<file path="config.mk">
export PLATFORM = sky130hd
export DESIGN_NAME = pc_next_unit
export DESIGN_NICKNAME = d
export VERILOG_FILES = /design/src/rtl/pc_next_unit.sv
export SDC_FILE = /design/constraint.sdc
export NUM_CORES = 1
export LEC_CHECK = 0
export CORE_MARGIN = 4
export CORE_UTILIZATION = 50
export DETAILED_ROUTE_END_ITERATION = 8
export PLACE_DENSITY = 0.85
export SLEW_MARGIN = 0
export SYNTH_ARGS = -nofsm -noshare
export SYNTH_HDL_FRONTEND = slang
export SYNTH_SLANG_ARGS = --single-unit
</file>
<file path="constraint.sdc">
create_clock -name clk -period 7.5 [get_ports clk]
set_clock_uncertainty 0.15 [all_clocks]
set_input_delay 1.125 -clock clk [delete_from_list [all_inputs] [get_ports clk]]
set_output_delay 1.125 -clock clk [all_outputs]
set_load 0.01 [all_outputs]
</file>
<file path="src/rtl/pc_next_unit.sv">
`default_nettype none
// ============================================================================
// Module      : pc_next_unit
// Description : Program counter and branch resolution. Selects the next fetch
//               address (sequential, unconditional B, taken CBZ), owns the PC
//               register, drives fetch address/valid toward instruction
//               memory, emits a one-cycle flush on redirect or halt, and keeps
//               a saturating count of taken branches.
// Revision    : 1.0 - initial release
// ============================================================================
module pc_next_unit #(
    parameter logic [63:0] RESET_PC = 64'h0,
    parameter int          CNT_W    = 32
) (
    input  logic             clk,
    input  logic             rst,
    input  logic             stall,
    input  logic             ex_valid,
    input  logic [63:0]      ex_pc,
    input  logic             ex_branch,
    input  logic             ex_zero_branch,
    input  logic             ex_halt,
    input  logic [63:0]      ex_offset,
    input  logic             zero,
    output logic [63:0]      pc,
    output logic [63:0]      pc_plus4,
    output logic             fetch_valid,
    output logic             flush,
    output logic             halted,
    output logic [CNT_W-1:0] taken_count
);

    // RUN fetches, REDIRECT is the single bubble after a taken branch,
    // HALT is terminal until reset.
    typedef enum logic [1:0] {
        ST_RUN      = 2'd0,
        ST_REDIRECT = 2'd1,
        ST_HALT     = 2'd2
    } state_t;

    localparam logic [63:0]      c_pc_step = 64'd4;
    localparam logic [CNT_W-1:0] c_cnt_one = {{(CNT_W-1){1'b0}}, 1'b1};
    localparam logic [CNT_W-1:0] c_cnt_max = {CNT_W{1'b1}};

    state_t           r_state;
    state_t           w_state_nxt;
    logic [63:0]      r_pc;
    logic [63:0]      w_pc_nxt;
    logic             r_flush;
    logic             w_flush_nxt;
    logic [CNT_W-1:0] r_taken_count;
    logic [CNT_W-1:0] w_count_nxt;
    logic [CNT_W-1:0] w_count_sat_inc;

    logic             w_taken;
    logic             w_halt_req;
    logic [63:0]      w_offset_bytes;
    logic [63:0]      w_target;
    logic [63:0]      w_pc_seq;
    logic             w_fetch_valid;
    logic             w_halted;

    // Branch qualification; B wins when both branch flavours are set.
    assign w_taken    = ex_valid & (ex_branch | (ex_zero_branch & zero));
    assign w_halt_req = ex_valid & ex_halt;

    // Word offset to byte offset; the sum wraps modulo 2^64 by design.
    assign w_offset_bytes = ex_offset << 2;
    assign w_target       = ex_pc + w_offset_bytes;
    assign w_pc_seq       = r_pc + c_pc_step;

    // Counter holds at all-ones instead of wrapping.
    assign w_count_sat_inc = (r_taken_count == c_cnt_max) ? r_taken_count
                                                          : r_taken_count + c_cnt_one;

    // Next-state, next-PC and output decode.
    always_comb begin
        w_state_nxt   = r_state;
        w_pc_nxt      = r_pc;
        w_flush_nxt   = 1'b0;
        w_count_nxt   = r_taken_count;
        w_fetch_valid = 1'b0;
        w_halted      = 1'b0;
        case (r_state)
            ST_RUN: begin
                w_fetch_valid = 1'b1;
                if (w_halt_req) begin
                    // PC holds; younger instructions are killed.
                    w_flush_nxt = 1'b1;
                    w_state_nxt = ST_HALT;
                end else if (w_taken) begin
                    // A taken branch overrides a fetch-side stall.
                    w_pc_nxt    = w_target;
                    w_flush_nxt = 1'b1;
                    w_count_nxt = w_count_sat_inc;
                    w_state_nxt = ST_REDIRECT;
                end else if (!stall) begin
                    w_pc_nxt = w_pc_seq;
                end
            end
            ST_REDIRECT: begin
                // Upstream was flushed, so execute-stage inputs are stale.
                w_state_nxt = ST_RUN;
            end
            ST_HALT: begin
                w_halted = 1'b1;
            end
            default: begin
                w_state_nxt = ST_RUN;
            end
        endcase
    end

    // State, PC, flush and statistics registers with asynchronous reset.
    always_ff @(posedge clk or posedge rst) begin
        if (rst) begin
            r_state       <= ST_RUN;
            r_pc          <= RESET_PC;
            r_flush       <= 1'b0;
            r_taken_count <= '0;
        end else begin
            r_state       <= w_state_nxt;
            r_pc          <= w_pc_nxt;
            r_flush       <= w_flush_nxt;
            r_taken_count <= w_count_nxt;
        end
    end

    // Fetch is suppressed for the whole time reset is held.
    assign fetch_valid = w_fetch_valid & ~rst;
    assign pc          = r_pc;
    assign pc_plus4    = w_pc_seq;
    assign flush       = r_flush;
    assign halted      = w_halted;
    assign taken_count = r_taken_count;

endmodule
`default_nettype wire
</file>
-- Yosys cells after proc, flatten, opt, wreduce, memory -nomap -nowiden
Cells that the tools add are included.
- add/sub/neg operators: 3
- equality and inequality tests: 4
- mux-type cells: 10
- bitwise gates (word level): 9
- reductions and logical operators: 4
- operator list (cell ; number):
    $mux 64 ; 2
    $add 64x3->64 const B ; 1
    $add 64x64->64 ; 1
    $add 32x1->32 const B ; 1
    $eq 32x32->1 const B ; 1
    $mux 1 ; 5
    $and 1x1->1 ; 4
    $mux 2 ; 2
    $not 1->1 ; 4
    $pmux 2 s2 ; 1
    $reduce_and 4->1 ; 1
    $ne 3x3->1 const B ; 1
    $reduce_and 3->1 ; 1
    $eq 2x2->1 const B ; 1
    $logic_not 2->1 ; 1
    $ne 2x1->1 const B ; 1
    $reduce_and 2->1 ; 1
    $or 1x1->1 ; 1
- register bits: 99
- input port bits: 136
- word-level logic and storage cells: 34

-- Depth between registers and ports, before layout
Gate-level depths: netlist of the first run.
- depth after elaboration: 6
- mapped depth: 12

-- Least setup slack after synthesis of the first run
No wires, ideal clock.
- kind: input-to-reg
- start: input ex_pc[2]
- end: register r_pc[62], in the netlist pc[62]
- library setup time: 0.136 ns
- data arrival time: 3.495 ns
- required time: 7.214 ns
- slack: 3.720 ns
- stages on the path: 12
- buffers on the path: 0
- path through: ha_1 -> fa_1 -> a21oi_1 -> nand4b_4 -> a211oi_1 -> o21ai_0 -> o211ai_2 -> a221oi_2 -> o31ai_2 -> a221oi_2 -> xor2_1 -> o21ai_0
- cells in the longest elaborated chain, start to end: 2
- RTL lines (element ; line ; text):
    start, declared ; 19 ; input logic [63:0] ex_pc,
    $add 64x64->64 ; 69 ; assign w_target = ex_pc + w_offset_bytes;
    $mux 64 ; 91 ; end else if (w_taken) begin
    end signal, assigned ; 123 ; r_pc <= w_pc_nxt;
    end, declared ; 47 ; logic [63:0] r_pc;
Every way passes these cells.
A chain may end at the register's enable or synchronous reset.

-- Worst setup path in the final report of the first run
- start: register r_pc[2], in the netlist pc[2]
- end: output pc_plus4[60]
- cells in the longest elaborated chain, start to end: 1
- RTL lines (element ; line ; text):
    $add 64x3->64 ; 70 ; assign w_pc_seq = r_pc + c_pc_step;
    end, declared ; 26 ; output logic [63:0] pc_plus4,
Every way passes these cells.

==> reports/metrics.yaml, run 1 <==
synth:
  synth_cell_type_count: 86
  post-synth-top-area-cell: "dfrtp_1"
  synth_edf_count: 0
  yosys_warnings: 0
  ys_top_cells_by_count: "nand2_1 (143), a21oi_1 (116), nor2_1 (103)"
  yosysMostFrequentCell: "nand2_1"
  syn_avg_cell_area_um2: 7.85
  synth.cell_area_um2: 9590
  async_reset_ff_share_pct: 100
  synth_top_flop_cell: "dfrtp_1"
  synth_area_leaders: "dfrtp_1 (26%), ha_1 (8.2%), xnor2_1 (7.6%)"
  synthesis.nets: 1421
  synthCells: 1221
  synth_top_area_share_pct: 25.8
  seq_area_frac_synth_pct: 25.8
  ys_seq_elements: 99
cells_and_area:
  antenna_cells: 0
  fin_cells: 1705
  drive_above_1_share_pct: 4.96
  nNetsFinal: 1666
  area_growth_pct: 34.3
timing:
  slew_headroom_pct: 41.5
  hold_viol_final: 0
  setup_slack_ps: 2320
  slew_viol_final: 0
  hold_slack_ps: 318
  fin_crit_sh_pct: 69.1
  max_clock_freq_mhz: 193
  min_period_ps: 5180
  tns_ps: 0
  worst-slew-pin-transition_ps: 877
  setup_viol: 0
  rsz0062_at_grt: "false"
worst_setup_path:
  crit_fanout: 6
  end_kind: "output pin"
  max_stage_delay_ps: 580
  critPathTopFamily: "simple AND/OR/NAND/NOR gates"
  timing.critical_path.from_type: "flip-flop"
  arrival_ps: 3900
  crit_top_cell: "nor2_1"
  path_cells: "ha_1 > nand4_1 > nor2_1 > nand3_1 > and2b_1 > nand2_1 > nor2_1 > and2_1 > xor2_1 > clkdlybuf4s50_1"
  worstSetupPathType: "flip-flop to output pin"
  required_ps: 6220
  timing.critical_path.buf_inv: 1
  crit_slowest_cell: "clkdlybuf4s50_1"
place:
  place.gp.congestion: 0.948
  port_buffers: 296
  hpwl_mm: 24.9
  pre_cts_ws_ps: 2660
  dp.cells: 1689
grt:
  grt_pass1_wl_mm: 51.4
  use_met3_pct: 4.75
  grt.total_usage_pct: 28.9
  grt-busiest-layer: "met2"
  grt_use_met2_pct: 48.2
  antenna_found_initial: 0
  grt_pass1_vias: 9900
  grt_max_degree: 79
  overflow: 0
  grt_use_met1_pct: 37.9
clock_network:
  htree_levels: 3
  cts.path.max_buffers: 2
  ctsResizeCount: 0
  clkTransAtPathRegs_ps: 80
  clock-sinks: 99
  clock_latency_ps: 360
  cts_made_buffers: 9
  cts_root_buf: "clkbuf_16"
  postCtsHoldBufs: 0
  post_cts_buffers: 0
  tritoncts: "done"
floorplan:
  fp-row-count: 50
  initial_core_util_pct: 51.1
  die-area_um2: 21500
  die_y_um: 146
  die_w_um: 146
  core_area_um2: 18800
  ios: 299
detailed_routing:
  wl_per_cell_um: 18.9
  first_pass_iters: 5
  drt-initial-drc-count: 1034
  vias: 10400
  drc: 0
  antenna_left: 0
  routed_via_density: 6.07
  totalWireLength_mm: 32.2
min_path:
  min-delay-path-class: "flip-flop to flip-flop"
outcome:
  status: "finished, final reports clean"
power:
  power_density_nw_per_um2: 255
  leakagePower_nw: 5.25
  max-vdd-ir-drop_mv: 0.147
job:
  drv_cap: 0
## where the power goes
group | total [mW] | leakage [nW] | internal (mW) | switching, mW
logic | 1.78 | 3.88 | 0.972 | 0.807
clock network | 0.461 | 0.137 | 0.230 | 0.230
registers | 1.04 | 1.24 | 0.702 | 0.339
total | 3.28 | 5.25 | 1.90 | 1.38
## flip-flops by register name (all words and copies together), names as in the netlist
| name | count |
|---|---|
| pc | 64 |
| taken_count | 32 |
| flush | 1 |
| r_state | 2 |
## worst reg2reg max path, cell delays in order, from the launching register on
cell and delay [ps]:
dfrtp_1 430, ha_1 240, nand4_1 400, nor2_1 480
nand3_1 240, and2b_1 370, nand2_1 80, nor2_1 270
and4_1 310, nor2_1 50, a221oi_1 200, o21ai_0 130
## cell usage in the layout, fill, tap and decap left out, drive strengths merged, types with 5 or more instances in the layout
cell type,netlist,routed
clkbuf,49,9
ha,63,63
clkdlybuf4s50,0,296
nor2,107,107
a21oi,118,118
inv,16,20
o21a,9,9
o21bai,18,18
buf,19,6
nand2,146,146
nor2b,7,7
nor4,10,10
o22ai,8,8
and3,24,24
a211oi,6,6
dfrtp,99,99
o21ai,88,88
nand4,45,45
nand3,73,73
and2,10,10
or2,9,9
a21o,32,32
a221oi,9,9
and4,9,9
o31ai,7,7
nor3,16,16
xnor2,83,83
a41oi,5,5
nand2b,5,5
xor2,59,59
a22oi,10,10
a31oi,14,14
## final cells by class
| cell class | instances | area, µm² |
|---|---|---|
| timing repair buffer | 302 | 3010 |
| multi-input combinational | 1037 | 6750 |
| sequential | 99 | 2480 |
| inverter | 17 | 71.3 |
| fill | 1580 | 5890 |
| tap | 234 | 293 |
| clock inverter | 7 | 56.3 |
| clock buffer | 9 | 225 |
## stage by stage
step                utilization, %  power, mW  area, µm²
floorplan                        -       1.80       9590
global placement              67.1       2.78      12600
detailed placement            67.1       2.81      12600
CTS                           68.6       3.28      12900
global route                  68.6       3.47      12900
finish                        68.6       3.28      12900
## kinds of logic after synthesis
| group | count (synthesis) | share of synthesized area (%) |
|---|---|---|
| simple gates | 473 | 24.5 |
| compound gates | 356 | 24.2 |
| xor+xnor | 142 | 13.0 |
| flops | 99 | 25.8 |
| buf+inv | 85 | 3.80 |
| fa+ha+maj | 64 | 8.43 |
| mux | 2 | 0.222 |
## final timing paths
kind,startpoint,to,slack [ps],depth (start not counted)
min in group asynchronous,rst,taken_count[17]$_DFFE_PP0P_,1080,2
hold reg to reg,r_state[0]$_DFFE_PP0P_,r_state[1]$_DFFE_PP0P_,320,1
setup reg to reg,pc[2]$_DFFE_PP0P_,pc[62]$_DFFE_PP0P_,4030,11
hold / removal,r_state[0]$_DFFE_PP0P_,r_state[1]$_DFFE_PP0P_,320,1
max in group asynchronous,rst,pc[25]$_DFFE_PP0P_,4980,3
setup / recovery,pc[2]$_DFFE_PP0P_,pc_plus4[60],2320,10
## metal layers
layer  up-vias  routed length, µm  part of all wire (%)
li1       4939                  -                     -
met1      4861              13300                    41
met2       490              15300                    47
met3        64               2600                   8.1
met4         0                996                   3.1
met5         -                  0                     0
No activity file was read; power rests on OpenSTA's default activity.
==> run 2: changes to the inputs <==
- CORE_UTILIZATION: 50 -> 44
- PLACE_DENSITY: 0.85 -> 0.79
- clock period: 7.5 -> 4.4 ns (I/O delays scaled with it)
==> run 2 against run 1 <==
  * Register-to-register slack worse by 2700 ps
  * Count of clock-buffer cells in the layout stayed put
  * Final cell count is 3.5% higher
  * Sequential power is 71% higher
  * Die area is 13% higher
  * First-iteration DRC count is 15% lower
  * Largest cell class unchanged
==> reports/metrics.yaml, run 2 (synthesized netlist as in run 1, its figures left out) <==
grt:
  antenna_found_initial: 0  # unchanged
  grt_max_degree: 77  # -2.5%
  overflow: 0  # unchanged
  grt.total_usage_pct: 26.5  # -2.5 points
  grt_pass1_wl_mm: 52.5  # +2.2%
  grt_pass1_vias: 9968  # +0.69%
timing:
  tns_ps: 0  # unchanged
  fin_crit_sh_pct: 96.1
  setup_viol: 0  # unchanged
  worst-slew-pin-transition_ps: 864  # -13.4 ps
  slew_headroom_pct: 42.4  # +0.89 points
  hold_slack_ps: 311  # -6.82 ps
  setup_slack_ps: 169  # -2150 ps
  min_period_ps: 4230
  hold_viol_final: 0  # unchanged
  slew_viol_final: 0  # unchanged
  max_clock_freq_mhz: 236
worst_setup_path:
  path_cells: "nand4_1 > buf_4 > nor4_2 > nand2_1 > nor4_2 > buf_4 > and3_2 > and3_4 > nand3_1 > xnor2_1 > clkdlybuf4s50_1"
  arrival_ps: 3420  # -480 ps
  required_ps: 3590  # -2630 ps
  timing.critical_path.from_type: "flip-flop"
  crit_fanout: 6  # unchanged
  worstSetupPathType: "flip-flop to output pin"
  end_kind: "output pin"
  crit_slowest_cell: "clkdlybuf4s50_1"
  max_stage_delay_ps: 560  # -20 ps
clock_network:
  postCtsHoldBufs: 0  # unchanged
  clock-sinks: 99  # unchanged
  clkTransAtPathRegs_ps: 80  # about the same
  cts.path.max_buffers: 2  # unchanged
  htree_levels: 3  # unchanged
  cts_made_buffers: 9  # unchanged
  tritoncts: "done"
  clock_latency_ps: 360  # about the same
  cts_root_buf: "clkbuf_16"
power:
  power.total_mw: 5.67  # +73%
  leakagePower_nw: 5.35  # +1.8%
  power_density_nw_per_um2: 432  # +70%
  max-vdd-ir-drop_mv: 0.254  # +73%
cells_and_area:
  largest_reg_flops: 64  # unchanged
  final_core_util_pct: 61.9  # -6.7 points
  drive_above_1_share_pct: 7.25  # +2.3 points
  final_common_cell: "clkdlybuf4s50_1"
  antenna_cells: 0  # unchanged
  layout_common_cells: "clkdlybuf4s50_1 (296), nand2_1 (143), a21oi_1 (116)"
  area_growth_pct: 37.0
  nNetsFinal: 1684  # +1.1%
place:
  hpwl_mm: 25.8  # +3.7%
  port_buffers: 296  # unchanged
  place.gp.congestion: 0.961  # +1.4%
  pre_cts_ws_ps: 139  # -2520 ps
detailed_routing:
  vias: 10500  # +1.4%
  first_pass_iters: 6  # +1
  routed_via_density: 5.95  # -2.0%
  drt-initial-drc-count: 876  # -15%
  drc: 0  # unchanged
  wl_per_cell_um: 18.8  # -0.46%
  totalWireLength_mm: 33.1  # +3.0%
  antenna_left: 0  # unchanged
outcome:
  status: "finished, final reports clean"
floorplan:
  fp-row-count: 53  # +6.0%
  core_area_um2: 21200  # +13%
  die-area_um2: 24200  # +13%
  initial_core_util_pct: 45.2  # -5.9 points
  die_w_um: 156  # +6.2%
  die_y_um: 156  # +6.2%
  ios: 299  # unchanged
min_path:
  min-delay-path-class: "flip-flop to flip-flop"
job:
  drv_cap: 0  # unchanged
[run 2: critical path: cells and delay by family (launching register included)]
kind                      cells  cell delay, ps
and+or+nand+nor               7            1440
buffers and inverters         3             920
DFF                           1             480
xor gates and xnor gates      1             210
[run 2: area by class of cell]
cell class | count | area, µm²
multi-input combinational | 1037 | 6790
clock inverter | 7 | 76.3
tap | 275 | 344
timing repair buffer | 320 | 3140
inverter | 17 | 71.3
sequential | 99 | 2480
clock buffer | 9 | 225
fill | 1896 | 8080
[run 2: layer usage]
metal	global-route usage [%]	share of wire (%)	vias to the layer above
met5	0	0	-
met1	35.7	42	5000
met4	7.88	2.6	0
met3	5.08	8.0	59
met2	43.3	47	477
li1	-	-	4963
[run 2: timing repair]
| action | in CTS | in global routing |
|---|---|---|
| endpoints found under the setup margin | 4 | 17 |
| resized for setup | 3 | 15 |
| setup buffers | 0 | 4 |
| pin swaps | 0 | 2 |
[run 2: power by group]
group          leakage [nW]  total (mW)  internal, mW  switching [mW]
Sequential             1.23        1.78          1.20           0.578
Combinational          3.96        3.08          1.68            1.40
Clock                 0.149       0.820         0.407           0.413
[run 2: path summary, 6_finish.rpt]
path                                             start                     endpoint  slack (ps)  cells after the start
worst min-delay path            r_state[0]$_DFFE_PP0P_       r_state[1]$_DFFE_PP0P_         310                      1
worst max register to register      pc[11]$_DFFE_PP0P_           pc[50]$_DFFE_PP0P_        1360                     12
min in group asynchronous                          rst  taken_count[16]$_DFFE_PP0P_         690                      2
worst min register to register  r_state[0]$_DFFE_PP0P_       r_state[1]$_DFFE_PP0P_         310                      1
worst max-delay path                pc[11]$_DFFE_PP0P_                 pc_plus4[50]         170                     11
max in group asynchronous                          rst           pc[33]$_DFFE_PP0P_        2580                      3
[run 2: metrics by stage]
step	instance area, µm²	instances
after floorplan	9590	1221
after global placement	12800	1744
after detailed placement	12800	1744
after CTS	13100	1760
after global routing	13100	1764
final	13100	1764
